<file path="src/rtl/joystick_spi_reader_pkg.sv">
// Shared constants for the PmodJSTK poller: FSM encodings, transaction shape and rest/threshold defaults.
package joystick_spi_reader_pkg;

  localparam logic [2:0] ST_IDLE  = 3'd0;
  localparam logic [2:0] ST_SETUP = 3'd1;
  localparam logic [2:0] ST_XFER  = 3'd2;
  localparam logic [2:0] ST_GAP   = 3'd3;
  localparam logic [2:0] ST_DONE  = 3'd4;

  localparam int unsigned NUM_BYTES = 5;
  localparam logic [2:0]  LAST_BYTE = 3'(NUM_BYTES - 1);
  localparam logic [7:0]  LED_CMD   = 8'h80;

  localparam logic [9:0] CENTER_DEF    = 10'd512;
  localparam logic [9:0] THRESHOLD_DEF = 10'd200;

  typedef struct packed {
    logic [9:0] x;
    logic [9:0] y;
    logic [2:0] buttons;
  } sample_t;

  // The low bound is tested as v + t < c so nothing underflows even if t > c.
  function automatic logic deflected(input logic [9:0] v, input logic [9:0] c,
                                     input logic [9:0] t);
    logic [10:0] v11;
    logic [10:0] c11;
    logic [10:0] t11;
    v11 = {1'b0, v};
    c11 = {1'b0, c};
    t11 = {1'b0, t};
    return (v11 > c11 + t11) || (v11 + t11 < c11);
  endfunction

endpackage

</file>
<file path="src/rtl/joystick_spi_reader_if.sv">
// SPI pin bundle between the joystick poller (master) and the PmodJSTK (slave).
interface joystick_spi_reader_if;
  logic miso;
  logic mosi;
  logic sclk;
  logic cs;

  modport master (input miso, output mosi, output sclk, output cs);
  modport slave  (output miso, input mosi, input sclk, input cs);
endinterface

</file>
<file path="src/rtl/joystick_spi_reader_spi_byte_shifter.sv">
// Mode-0 MSB-first byte shifter: start launches 8 bits (SCLK_HALF low, SCLK_HALF high each).
// done pulses in the cycle before the final SCLK fall, with rx_byte already complete.
module joystick_spi_reader_spi_byte_shifter #(
  parameter int unsigned SCLK_HALF = 50
) (
  input  logic       clk,
  input  logic       rst,
  input  logic       start,
  input  logic [7:0] tx_byte,
  input  logic       miso,
  output logic       sclk,
  output logic       mosi,
  output logic [7:0] rx_byte,
  output logic       done
);
  localparam int unsigned    HW        = $clog2(SCLK_HALF + 1);
  localparam logic [HW-1:0]  HALF_LAST = HW'(SCLK_HALF - 1);

  logic          busy_q, busy_d;
  logic          sclk_q, sclk_d;
  logic          mosi_q, mosi_d;
  logic [HW-1:0] half_q, half_d;
  logic [2:0]    bit_q, bit_d;
  logic [7:0]    tx_q, tx_d;
  logic [7:0]    rx_q, rx_d;
  logic          half_end;

  always_comb begin
    busy_d   = busy_q;
    sclk_d   = sclk_q;
    mosi_d   = mosi_q;
    half_d   = half_q;
    bit_d    = bit_q;
    tx_d     = tx_q;
    rx_d     = rx_q;
    done     = 1'b0;
    half_end = busy_q && (half_q == HALF_LAST);
    if (start && !busy_q) begin
      busy_d = 1'b1;
      sclk_d = 1'b0;
      mosi_d = tx_byte[7];
      tx_d   = {tx_byte[6:0], 1'b0};
      half_d = '0;
      bit_d  = 3'd0;
    end else if (busy_q) begin
      half_d = half_end ? '0 : half_q + 1'b1;
      if (half_end && !sclk_q) begin
        sclk_d = 1'b1;
        rx_d   = {rx_q[6:0], miso};
      end else if (half_end) begin
        // Falling edge: start of the next low phase is the only place mosi moves.
        sclk_d = 1'b0;
        if (bit_q == 3'd7) begin
          busy_d = 1'b0;
          mosi_d = 1'b0;
          done   = 1'b1;
        end else begin
          bit_d  = bit_q + 1'b1;
          mosi_d = tx_q[7];
          tx_d   = {tx_q[6:0], 1'b0};
        end
      end
    end
  end

  always_ff @(posedge clk) begin
    if (!rst) begin
      busy_q <= 1'b0;
      sclk_q <= 1'b0;
      mosi_q <= 1'b0;
      half_q <= '0;
      bit_q  <= 3'd0;
      tx_q   <= 8'h00;
      rx_q   <= 8'h00;
    end else begin
      busy_q <= busy_d;
      sclk_q <= sclk_d;
      mosi_q <= mosi_d;
      half_q <= half_d;
      bit_q  <= bit_d;
      tx_q   <= tx_d;
      rx_q   <= rx_d;
    end
  end

  assign sclk    = sclk_q;
  assign mosi    = mosi_q;
  assign rx_byte = rx_q;
endmodule

</file>
<file path="src/rtl/joystick_spi_reader.sv">
// Polls a PmodJSTK every POLL_CYC cycles with one 5-byte SPI transaction and publishes X/Y/buttons.
// All outputs and the sample_valid pulse update together one cycle after the final SCLK fall.
module joystick_spi_reader
  import joystick_spi_reader_pkg::*;
#(
  parameter int unsigned SCLK_HALF    = 50,
  parameter int unsigned CS_SETUP_CYC = 1500,
  parameter int unsigned BYTE_GAP_CYC = 1000,
  parameter int unsigned POLL_CYC     = 1000000,
  parameter logic [9:0]  CENTER       = CENTER_DEF,
  parameter logic [9:0]  THRESHOLD    = THRESHOLD_DEF
) (
  input  logic                  clk,
  input  logic                  rst,
  input  logic [1:0]            led,
  joystick_spi_reader_if.master spi,
  output logic [9:0]            x_pos,
  output logic [9:0]            y_pos,
  output logic [2:0]            buttons,
  output logic                  move_detect,
  output logic                  sample_valid
);
  localparam int unsigned   PW         = $clog2(POLL_CYC + 1);
  localparam int unsigned   TMAX       = (CS_SETUP_CYC > BYTE_GAP_CYC) ? CS_SETUP_CYC : BYTE_GAP_CYC;
  localparam int unsigned   TW         = $clog2(TMAX + 1);
  localparam logic [PW-1:0] POLL_LAST  = PW'(POLL_CYC - 1);
  localparam logic [TW-1:0] SETUP_LAST = TW'(CS_SETUP_CYC - 1);
  localparam logic [TW-1:0] GAP_LAST   = TW'(BYTE_GAP_CYC - 1);

  logic [2:0]    state_q, state_d;
  logic [PW-1:0] poll_q, poll_d;
  logic [TW-1:0] tmr_q, tmr_d;
  logic [2:0]    byte_q, byte_d;
  logic [1:0]    led_q, led_d;
  logic          cs_q, cs_d;
  logic [7:0]    x_lo_q, x_lo_d, y_lo_q, y_lo_d;
  logic [1:0]    x_hi_q, x_hi_d, y_hi_q, y_hi_d;
  logic [2:0]    btn_q, btn_d;
  sample_t       sample_q, sample_d;
  logic          move_q, move_d;
  logic          valid_q, valid_d;

  logic       poll_hit;
  logic       sh_start;
  logic       sh_done;
  logic [7:0] sh_tx;
  logic [7:0] sh_rx;
  logic       sclk_w;
  logic       mosi_w;

  always_comb begin
    state_d  = state_q;
    tmr_d    = tmr_q;
    byte_d   = byte_q;
    led_d    = led_q;
    x_lo_d   = x_lo_q;
    x_hi_d   = x_hi_q;
    y_lo_d   = y_lo_q;
    y_hi_d   = y_hi_q;
    btn_d    = btn_q;
    sample_d = sample_q;
    move_d   = move_q;
    valid_d  = 1'b0;
    sh_start = 1'b0;
    poll_hit = (poll_q == POLL_LAST);
    poll_d   = poll_hit ? '0 : poll_q + 1'b1;
    case (state_q)
      ST_IDLE: if (poll_hit) begin
        state_d = ST_SETUP;
        tmr_d   = '0;
        byte_d  = 3'd0;
        led_d   = led;
      end
      ST_SETUP, ST_GAP: if ((state_q == ST_SETUP) ? (tmr_q == SETUP_LAST) : (tmr_q == GAP_LAST)) begin
        state_d  = ST_XFER;
        tmr_d    = '0;
        sh_start = 1'b1;
      end else begin
        tmr_d = tmr_q + 1'b1;
      end
      ST_XFER: if (sh_done) begin
        case (byte_q)
          3'd0:    x_lo_d = sh_rx;
          3'd1:    x_hi_d = sh_rx[1:0];
          3'd2:    y_lo_d = sh_rx;
          3'd3:    y_hi_d = sh_rx[1:0];
          default: btn_d  = sh_rx[2:0];
        endcase
        if (byte_q == LAST_BYTE) begin
          state_d = ST_DONE;
        end else begin
          state_d = ST_GAP;
          byte_d  = byte_q + 1'b1;
        end
      end
      ST_DONE: begin
        sample_d.x       = {x_hi_q, x_lo_q};
        sample_d.y       = {y_hi_q, y_lo_q};
        sample_d.buttons = btn_q;
        move_d  = deflected({x_hi_q, x_lo_q}, CENTER, THRESHOLD) ||
                  deflected({y_hi_q, y_lo_q}, CENTER, THRESHOLD);
        valid_d = 1'b1;
        state_d = ST_IDLE;
      end
      default: state_d = ST_IDLE;
    endcase
    // cs is registered from the next state so it drops on SETUP entry and rises on DONE entry.
    cs_d = (state_d == ST_IDLE) || (state_d == ST_DONE);
  end

  assign sh_tx = (byte_q == 3'd0) ? (LED_CMD | {6'b0, led_q}) : 8'h00;

  joystick_spi_reader_spi_byte_shifter #(
    .SCLK_HALF (SCLK_HALF)
  ) u_shifter (
    .clk     (clk),
    .rst     (rst),
    .start   (sh_start),
    .tx_byte (sh_tx),
    .miso    (spi.miso),
    .sclk    (sclk_w),
    .mosi    (mosi_w),
    .rx_byte (sh_rx),
    .done    (sh_done)
  );

  always_ff @(posedge clk) begin
    if (!rst) begin
      state_q  <= ST_IDLE;
      poll_q   <= '0;
      tmr_q    <= '0;
      byte_q   <= 3'd0;
      led_q    <= 2'b00;
      cs_q     <= 1'b1;
      x_lo_q   <= 8'h00;
      x_hi_q   <= 2'b00;
      y_lo_q   <= 8'h00;
      y_hi_q   <= 2'b00;
      btn_q    <= 3'b000;
      sample_q <= '{x: CENTER, y: CENTER, buttons: 3'b000};
      move_q   <= 1'b0;
      valid_q  <= 1'b0;
    end else begin
      state_q  <= state_d;
      poll_q   <= poll_d;
      tmr_q    <= tmr_d;
      byte_q   <= byte_d;
      led_q    <= led_d;
      cs_q     <= cs_d;
      x_lo_q   <= x_lo_d;
      x_hi_q   <= x_hi_d;
      y_lo_q   <= y_lo_d;
      y_hi_q   <= y_hi_d;
      btn_q    <= btn_d;
      sample_q <= sample_d;
      move_q   <= move_d;
      valid_q  <= valid_d;
    end
  end

  assign spi.cs       = cs_q;
  assign spi.sclk     = sclk_w;
  assign spi.mosi     = mosi_w;
  assign x_pos        = sample_q.x;
  assign y_pos        = sample_q.y;
  assign buttons      = sample_q.buttons;
  assign move_detect  = move_q;
  assign sample_valid = valid_q;
endmodule

</file>
<file path="src/flat_wrapper.sv">
// flat-port wrapper written by rule: the top's interface ports become plain ports
module joystick_spi_reader_flat import joystick_spi_reader_pkg::*;
#(
  parameter int unsigned SCLK_HALF    = 50,
  parameter int unsigned CS_SETUP_CYC = 1500,
  parameter int unsigned BYTE_GAP_CYC = 1000,
  parameter int unsigned POLL_CYC     = 1000000,
  parameter logic [9:0]  CENTER       = CENTER_DEF,
  parameter logic [9:0]  THRESHOLD    = THRESHOLD_DEF
)
  (clk, rst, led, x_pos, y_pos, buttons, move_detect, sample_valid, spi_miso, spi_mosi, spi_sclk, spi_cs);
  joystick_spi_reader_if spi_i ();
  input  logic clk;
  input  logic rst;
  input  logic [1:0] led;
  output logic [9:0] x_pos;
  output logic [9:0] y_pos;
  output logic [2:0] buttons;
  output logic move_detect;
  output logic sample_valid;
  input wire logic [$bits(spi_i.miso)-1:0] spi_miso;
  output wire logic [$bits(spi_i.mosi)-1:0] spi_mosi;
  output wire logic [$bits(spi_i.sclk)-1:0] spi_sclk;
  output wire logic [$bits(spi_i.cs)-1:0] spi_cs;
  assign spi_i.miso = spi_miso;
  assign spi_mosi = spi_i.mosi;
  assign spi_sclk = spi_i.sclk;
  assign spi_cs = spi_i.cs;
  joystick_spi_reader #(.SCLK_HALF(SCLK_HALF), .CS_SETUP_CYC(CS_SETUP_CYC), .BYTE_GAP_CYC(BYTE_GAP_CYC), .POLL_CYC(POLL_CYC), .CENTER(CENTER), .THRESHOLD(THRESHOLD)) u_core (.clk(clk), .rst(rst), .led(led), .spi(spi_i), .x_pos(x_pos), .y_pos(y_pos), .buttons(buttons), .move_detect(move_detect), .sample_valid(sample_valid));
endmodule
</file>
<file path="config.mk">
export PLATFORM = sky130hd
export DESIGN_NAME = joystick_spi_reader_flat
export DESIGN_NICKNAME = d
export VERILOG_FILES = /design/src/rtl/joystick_spi_reader_pkg.sv /design/src/rtl/joystick_spi_reader_if.sv /design/src/rtl/joystick_spi_reader_spi_byte_shifter.sv /design/src/rtl/joystick_spi_reader.sv /design/src/flat_wrapper.sv
export SDC_FILE = /design/constraint.sdc
export NUM_CORES = 1
export LEC_CHECK = 0
export CORE_MARGIN = 8
export CORE_UTILIZATION = 35
export DETAILED_ROUTE_END_ITERATION = 7
export MAX_ROUTING_LAYER = met4
export SYNTH_ARGS = -nofsm -noshare
export SYNTH_HDL_FRONTEND = slang
export SYNTH_SLANG_ARGS = --single-unit
</file>
<file path="constraint.sdc">
create_clock -name clk -period 2.28 [get_ports clk]
set_input_delay 0.456 -clock clk [delete_from_list [all_inputs] [get_ports clk]]
set_output_delay 0.456 -clock clk [all_outputs]
set_load 0.02 [all_outputs]
</file>
**Word-level counts from Yosys, hierarchy flattened**

Cells that the tools add are included.

- Register bits: 115
- Input bits: 5
- Output and inout port bits: 28
- Word-level logic and storage cells: 132

- Add/sub/neg operators: 7
- $lt $le $gt $ge: 4
- Eq/ne operators: 19
- Multiplexer cells: 40
- Bitwise gates (word level): 5
- Reduce and logical (&&, ||, !) cells: 34

Operators with widths:

| operator | count |
|---|---|
| 2-to-1 mux 8 bit | 6 |
| adder 10 x 8 -> 11 bit, second input constant | 2 |
| < comparator 11 x 10 -> 1 bit, second input constant | 2 |
| 2-to-1 mux 11 bit | 2 |
| case mux 11 bit (2 select lines) | 1 |
| 2-to-1 mux 1 bit | 21 |
| 2-to-1 mux 3 bit | 7 |
| AND reduction 3 bit | 7 |
| adder 20 x 1 -> 20 bit, second input constant | 1 |
| equality test 20 bit, second input constant | 1 |
| > comparator 10 bit, second input constant | 2 |
| equality test 3 x 2 -> 1 bit, second input constant | 4 |
| equality test 3 bit, second input constant | 4 |
| AND reduction 4 bit | 3 |
| adder 11 x 1 -> 11 bit, second input constant | 1 |
| equality test 11 x 10 -> 1 bit, second input constant | 1 |
| equality test 11 bit, second input constant | 1 |
| nonzero test 2 bit | 5 |
| logical NOT 3 bit | 3 |
| case mux 3 bit (3 select lines) | 1 |
| adder 3 x 1 -> 3 bit, second input constant | 2 |
| adder 6 x 1 -> 6 bit, second input constant | 1 |
| equality test 3 x 1 -> 1 bit, second input constant | 2 |
| equality test 6 bit, second input constant | 1 |
| other kinds (11) | 28 |

**Logic depth before layout (Yosys ltp)**

Gate-level depths: netlist of run 1.

- Depth in word-level cells: 10
- Gate-level depth with buffers: 7
- Depth with buffers taken out: 6

**Modules after synthesis**

From an unflattened synthesis of run 1, not the netlist that was laid out.

- Cell total of the unflattened synthesis: 583
- Area, all modules: 5007.3 um^2

Modules (own cells, without submodules):

| module | times used | cells an instance | area each (um^2) | seq. area each (um^2) |
|---|---|---|---|---|
| joystick_spi_reader | 1 | 446 | 3723.6 | 1761.7 |
| joystick_spi_reader_spi_byte_shifter | 1 | 137 | 1283.7 | 540.5 |

**Least setup slack after synthesis of run 1**

Ideal clock, no wire load.

- Kind: reg2reg
- From: reg u_core.poll_q[12]
- To: reg u_core.tmr_q[10]
- Library setup time: 0.136 ns
- Arrival time: 1.926 ns
- Data required time: 2.144 ns
- Path slack: 0.218 ns
- Stages on the path, launching flop included: 6
- Path buffers: 1
- Period minus slack after synthesis: 2.062 ns
- Cells stage by stage: dfxtp_1 or4_1 or4_1 buf_2 o31ai_4 o211ai_1

- Cells in the longest elaborated chain, start to end: 3

RTL lines:

| item | line | source |
|---|---|---|
| start: declaration | joystick_spi_reader.sv:31 | `logic [PW-1:0] poll_q, poll_d;` |
| start signal: assignment | joystick_spi_reader.sv:145 | `poll_q <= poll_d;` |
| equality test 20 bit | joystick_spi_reader.sv:65 | `poll_hit = (poll_q == POLL_LAST);` |
| inequality test 2 x 1 -> 1 bit (no source line) | - |  |
| AND reduction 2 bit (no source line) | - |  |
| end signal: assignment | joystick_spi_reader.sv:146 | `tmr_q <= tmr_d;` |
| end: declaration | joystick_spi_reader.sv:32 | `logic [TW-1:0] tmr_q, tmr_d;` |

Every way passes these cells.
A chain may end at the register's enable or synchronous reset.

**Worst setup path after layout of run 1**

- From: reg u_core.poll_q[12]
- To: reg u_core.tmr_q[6]

The elaborated chain is that of the path after synthesis.

==> results.sh, run 1 <==
export IMPL_period_share_pct=95.5
export IMPL_crit_fanout=10
export IMPL_io_pins=33
export IMPL_synth_cells=583
export IMPL_initial_utilization_pct=35.6
export IMPL_reg2reg_depth=5
export IMPL_finClkSkew_ns=0.00936
export IMPL_clock_latency_ns=0.41
export IMPL_period_minus_slack_ns=2.18
export IMPL_yosysSeqAreaShare_pct=44.9
export IMPL_arrival_ns=2.47
export IMPL_status="completed"
export IMPL_synth_xor_area_share_pct=3.07
export IMPL_synth_simple_gate_area_share_pct=26.6
export IMPL_antenna_found_initial=0
export IMPL_grtUsageTotal_pct=13.6
export IMPL_whs_path_depth=2
export IMPL_die_w_um=137
export IMPL_syn_area_um2=5130
export IMPL_rr_endpoint="u_core.tmr_q[6]"
export IMPL_fin_setup_tns_ns=0
export IMPL_dp_hpwl_um=8370
export IMPL_final_area_um2=6420
export IMPL_critPathKind="register to register"
export IMPL_yosysUniqueCellTypes=55
export IMPL_p_seq_share_pct=41.3
export IMPL_coreArea_um2=14400
export IMPL_setup_slack_ns=0.103
export IMPL_synth_flop_cell="dfxtp_1"
export IMPL_placed_cell_area_um2=5760
export IMPL_async_flop_share_pct=0
export IMPL_startpoint_type="register"
export IMPL_cts_sinks=115
export IMPL_grt_max_degree=54
export IMPL_finalHoldViolations=0
export IMPL_hold_path_end="u_core.y_pos[1]"
export IMPL_worst_hold_path_type="register to register"
export IMPL_ys_seq_elements=115
export IMPL_clkPwrFrac_pct=57.4
export IMPL_mostFrequentLayoutCell="dfxtp_1"
export IMPL_hold_buffers=0
export IMPL_maxSlewHeadroom_pct=49.2
export IMPL_reg2reg_from="u_core.poll_q[12]"
export IMPL_antenna_cells=0
export IMPL_grt_overflow_total=0
export IMPL_required_ns=2.57
export IMPL_final_cell_mix="115 x dfxtp_1, 77 x nand2_1, 49 x nor2_1"
export IMPL_post_drt_wl_per_cell_um=14.6
export IMPL_setup_viol=0
export IMPL_htree_levels=4
export IMPL_place_inst=792
export IMPL_nets=644
export IMPL_p_leak_nw=2.21
export IMPL_comb_power_share_pct=1.3
export IMPL_synth_compound_area_share_pct=11.6
export IMPL_vias=4404
export IMPL_seq_area_um2=2300
export IMPL_multi_input_area_um2=2680
export IMPL_internal_power_mw=3.91
export IMPL_switching_share_pct=20.0
export IMPL_fill_cells=1392
export IMPL_clk_pin_slew_worst_paths_ns=0.06
export IMPL_fmax_mhz=459
export IMPL_rsz0062_at_grt="no"
export IMPL_die_h_um=137
export IMPL_numCtsBuffers=17
export IMPL_total_power_mw=4.90
export IMPL_initialDrtViolationCount=264
export IMPL_cts_root_buf="clkbuf_16"
export IMPL_worst_pin_slew_ns=0.760
export IMPL_yosysWarnings=0
export IMPL_grt_pass1_wl_um=19700
export IMPL_min_from="u_core.y_pos[1]"
export IMPL_synth_top_family_by_area="simple AND/OR/NAND/NOR gates"
export IMPL_vias_per_cell=5.34
export IMPL_synth_edf_count=0
export IMPL_synth_fp_nets=599
export IMPL_io_buffers=32
export IMPL_peakVddDrop_uv=698
export IMPL_final_max_slew_viol_count=0
export IMPL_dp_slack_ns=-0.0101
export IMPL_cts_tree="yes"
export IMPL_drive_gt1_share_pct=11.1
export IMPL_dr_pass1_iters=5
export IMPL_cts_buffer_depth=2
export IMPL_ant_nets=0
export IMPL_syn2layout_area_growth_pct=25.1
export IMPL_max_cap_viol_count=0
export IMPL_utilization_pct=44.5
export IMPL_whs_ns=0.454
export IMPL_die_area_um2=18800
export IMPL_postRouteWirelength_um=12100
export IMPL_endpoint_kind="register"
export IMPL_muxShareOfSynthArea_pct=8.04
export IMPL_synthAdderAreaFrac_pct=2.68
export IMPL_gp_congestion=0.827
export IMPL_cellPowerDensity_nw_per_um2=763
export IMPL_drcViolationCount=0
export IMPL_final_cells=825
export IMPL_synth_area_per_cell_um2=8.80
export IMPL_p_sw_uw=981
export IMPL_row_count=44
export IMPL_setup_reg_to_reg_worst_slack_ns=0.10
export IMPL_grt_pass1_vias=4101
-- critical path, stage by stage, from the launching register on --
cell,delay (ns)
dfxtp_1,0.35
or4_1,0.58
or4_4,0.58
o31ai_4,0.28
buf_12,0.16
o211ai_1,0.10
-- cell families after synthesis --
family / count (synthesis)
xor gates and xnor gates: 18
muxes: 41
buffers and inverters: 41
DFF: 115
AOI/OAI and AO/OA: 93
and+or+nand+nor: 264
adders and majority gates: 11
-- final cells by class --
class	instances	area share (%)
Multi-Input combinational cell	427	41.8
Clock inverter	13	2.85
Timing Repair Buffer	57	8.30
Sequential cell	115	35.9
Inverter	10	0.585
Tap cell	184	3.59
Clock buffer	19	7.06
-- repair_timing --
action,CTS,global route
endpoints found under the setup margin,5,3
cloned,0,0
setup buffers,1,0
pin swaps,1,0
resized for setup,0,1
-- how the worst max path moves through the flow --
stage	start	to	slack [ns]	depth (start not counted)
5_1_grt	u_core.tmr_q[1]	u_core.u_shifter.tx_q[1]	0.04	6
6_report	u_core.poll_q[12]	u_core.tmr_q[6]	0.10	5
2_1_floorplan	u_core.poll_q[12]	u_core.tmr_q[10]	0.22	5
3_5_place_dp	u_core.poll_q[12]	u_core.tmr_q[3]	-0.01	4
3_3_place_gp	u_core.poll_q[12]	u_core.tmr_q[5]	0.06	4
4_1_cts	u_core.poll_q[12]	u_core.tmr_q[6]	0.07	5
-- cell usage after synthesis (2+ instances only) --
master | count | area share (%)
a21oi_1 | 41 | 4.0
a311oi_1 | 3 | 0.51
a31o_2 | 2 | 0.34
a31oi_1 | 2 | 0.24
and2_1 | 2 | 0.24
and3_1 | 3 | 0.37
and4_1 | 4 | 0.68
and4b_1 | 4 | 0.78
buf_1 | 3 | 0.22
buf_2 | 5 | 0.49
clkbuf_1 | 23 | 1.7
dfxtp_1 | 115 | 45
ha_1 | 11 | 2.7
inv_1 | 10 | 0.73
mux2_2 | 2 | 0.44
mux2i_1 | 39 | 7.6
nand2_1 | 77 | 5.6
nand2b_1 | 9 | 1.1
nand3_1 | 26 | 2.5
nand3b_1 | 2 | 0.29
nand4_1 | 20 | 2.4
nand4b_1 | 4 | 0.68
nor2_1 | 49 | 3.6
nor2b_1 | 5 | 0.61
nor3_1 | 22 | 2.1
nor3b_1 | 4 | 0.59
nor4_1 | 7 | 0.85
o211a_1 | 2 | 0.39
o211ai_1 | 6 | 0.88
o21ai_0 | 14 | 1.4
o22ai_1 | 3 | 0.37
o311ai_0 | 2 | 0.34
o31a_1 | 2 | 0.34
o31ai_1 | 5 | 0.73
or3_1 | 10 | 1.2
or3b_2 | 2 | 0.34
or4_1 | 9 | 1.3
xnor2_1 | 10 | 1.7
xor2_1 | 8 | 1.4
-- power by group through the flow --
| stage | sequential, mW | combinational (mW) | clock, mW |
|---|---|---|---|
| 2_1_floorplan | 2.06 | 0.0401 | 0 |
| 3_3_place_gp | 2.06 | 0.0626 | 0 |
| 3_5_place_dp | 2.06 | 0.0635 | 0 |
| 4_1_cts | 2.02 | 0.0639 | 2.87 |
| 5_1_grt | 2.02 | 0.0699 | 2.96 |
| 6_report | 2.02 | 0.0633 | 2.81 |
-- sequential cells by signal, summed over array words and instances (netlist names), 2 cells and up --
name	cells
u_core.btn_q	3
u_core.buttons	3
u_core.byte_q	3
u_core.led_q	2
u_core.poll_q	20
u_core.state_q	3
u_core.tmr_q	11
u_core.u_shifter.bit_q	3
u_core.u_shifter.half_q	6
u_core.u_shifter.rx_byte	8
u_core.u_shifter.tx_q	7
u_core.x_hi_q	2
u_core.x_lo_q	8
u_core.x_pos	10
u_core.y_hi_q	2
u_core.y_lo_q	8
u_core.y_pos	10
-- layer usage --
metal	GRT usage [%]	routed length, um	vias up
li1	-	-	2199
met2	21.9	5790	76
met5	-	0	-
met4	6.40	225	0
met3	3.67	670	19
met1	15.4	5400	2110
No activity file was read; power rests on OpenSTA's default activity.
==> inputs of run 2 (changes only) <==
CTS_BUF_LIST = sky130_fd_sc_hd__clkbuf_4 sky130_fd_sc_hd__clkbuf_8   (was not set)
TNS_END_PERCENT = 20   (was not set)
==> results.sh, run 2 (synthesis results as in run 1) <==
export IMPL_dr_pass1_iters=5
export IMPL_p_leak_nw=2.12
export IMPL_grt_overflow_total=0
export IMPL_required_ns=2.59
export IMPL_critPathSlowestCell="or4_1"
export IMPL_p_seq_share_pct=48.6
export IMPL_internal_power_mw=3.28
export IMPL_switching_share_pct=21.1
export IMPL_arrival_ns=2.53
export IMPL_cts_tree="yes"
export IMPL_place_inst=792
export IMPL_reg_largest_list="u_core.poll_q (20), u_core.tmr_q (11)"
export IMPL_critPathKind="register to register"
export IMPL_multi_input_area_um2=2680
export IMPL_dp_hpwl_um=8370
export IMPL_final_cell_mix="115 x dfxtp_1, 77 x nand2_1, 49 x nor2_1"
export IMPL_initialDrtViolationCount=192
export IMPL_die_w_um=137
export IMPL_finClkSkew_ns=0.00898
export IMPL_vias=4369
export IMPL_seq_area_um2=2300
export IMPL_die_area_um2=18800
export IMPL_period_minus_slack_ns=2.21
export IMPL_use_met2_pct=21.4
export IMPL_io_pins=33
export IMPL_period_share_pct=97.1
export IMPL_total_power_mw=4.15
export IMPL_drive_gt1_share_pct=10.9
export IMPL_largest_reg_flops=20
export IMPL_antenna_cells=0
export IMPL_comb_power_share_pct=1.5
export IMPL_nets=644
export IMPL_dp_slack_ns=-0.0101
export IMPL_grt_use_met3_pct=3.63
export IMPL_initial_utilization_pct=35.6
export IMPL_gp_congestion=0.827
export IMPL_slowest_delay_ns=0.62
export IMPL_grtUsageTotal_pct=13.3
export IMPL_drcViolationCount=0
export IMPL_postRouteWirelength_um=11900
export IMPL_use_met1_pct=15.4
export IMPL_rsz0062_at_grt="no"
export IMPL_coreArea_um2=14400
export IMPL_startpoint_type="register"
export IMPL_fmax_mhz=452
export IMPL_io_buffers=32
export IMPL_cts_sinks=115
export IMPL_ant_nets=0
export IMPL_maxSlewHeadroom_pct=49.9
export IMPL_top_register="u_core.poll_q"
export IMPL_cp_buffers_inverters=1
export IMPL_post_drt_wl_per_cell_um=14.4
export IMPL_syn2layout_area_growth_pct=21.3
export IMPL_worst_pin_slew_ns=0.750
export IMPL_cellPowerDensity_nw_per_um2=667
export IMPL_clkPwrFrac_pct=49.9
export IMPL_setup_viol=0
export IMPL_grt_pass1_vias=4106
export IMPL_vias_per_cell=5.30
export IMPL_status="completed"
export IMPL_row_count=44
export IMPL_clk_pin_slew_worst_paths_ns=0.07
export IMPL_finalHoldViolations=0
export IMPL_final_max_slew_viol_count=0
export IMPL_final_cells=825
export IMPL_p_sw_uw=877
export IMPL_fill_cells=1409
export IMPL_crit_family="simple AND/OR/NAND/NOR gates"
export IMPL_numCtsBuffers=17
export IMPL_cts_buffer_depth=2
export IMPL_grt_busiest_layer="met2"
export IMPL_worst_hold_path_type="register to register"
export IMPL_die_h_um=137
export IMPL_htree_levels=4
export IMPL_cts_root_buf="clkbuf_8"
export IMPL_hold_buffers=0
export IMPL_final_area_um2=6220
export IMPL_setup_slack_ns=0.0672
export IMPL_mostFrequentLayoutCell="dfxtp_1"
export IMPL_grt_pass1_wl_um=19500
export IMPL_antenna_found_initial=0
export IMPL_path_cells="or4_1 > or4_1 > o31ai_4 > buf_12 > o211ai_1"
export IMPL_peakVddDrop_uv=290
export IMPL_clock_latency_ns=0.43
export IMPL_placed_cell_area_um2=5760
export IMPL_grt_max_degree=54
export IMPL_critPathMostFrequentCell="or4_1"
export IMPL_crit_fanout=10
export IMPL_endpoint_kind="register"
export IMPL_max_cap_viol_count=0
run 2: per-stage QoR:
step	hold slack (ns)	util, %	setup TNS (ns)
2_1_floorplan	0.428	-	0
3_3_place_gp	0.444	39.9	0
3_5_place_dp	0.449	39.9	-0.0200
4_1_cts	0.459	43.1	0
5_1_grt	0.472	43.1	0
6_report	0.455	43.1	0
run 2: final cells by class:
type	instances	share of cell area, %
Clock buffer	19	4.20
Clock inverter	13	2.94
Inverter	10	0.603
Multi-Input combinational cell	427	43.0
Sequential cell	115	37.0
Tap cell	184	3.70
Timing Repair Buffer	57	8.56
run 2: repair_timing:
| item | in CTS | in global routing |
|---|---|---|
| setup buffers | 1 | 0 |
| resized for setup | 0 | 0 |
| endpoints found under the setup margin | 6 | 0 |
run 2: worst min-delay path, stage by stage (launching register included):
cell	delay, ns
dfxtp_1	0.31
nand2_1	0.05
a21oi_1	0.05
run 2: routing by layer:
| metal | vias up | wire length (um) |
|---|---|---|
| met4 | 0 | 160 |
| met1 | 2083 | 5400 |
| li1 | 2192 | - |
| met5 | - | 0 |
| met3 | 12 | 566 |
| met2 | 82 | 5750 |
run 2: path summary, 6_finish.rpt:
path | startpoint | end | cells after the start | slack, ns
setup / recovery | u_core.poll_q[12] | u_core.tmr_q[6] | 5 | 0.07
hold / removal | u_core.y_pos[1] | u_core.y_pos[1] | 2 | 0.46
setup reg to reg | u_core.poll_q[12] | u_core.tmr_q[6] | 5 | 0.07
hold reg to reg | u_core.y_pos[1] | u_core.y_pos[1] | 2 | 0.46
run 2: power by group through the flow:
stage / clock network [mW] / registers (mW) / logic (mW)
6_report: 2.07 / 2.02 / 0.0633
5_1_grt: 2.22 / 2.02 / 0.0699
4_1_cts: 2.14 / 2.02 / 0.0638
3_5_place_dp: 0 / 2.06 / 0.0635
3_3_place_gp: 0 / 2.06 / 0.0626
2_1_floorplan: 0 / 2.06 / 0.0401
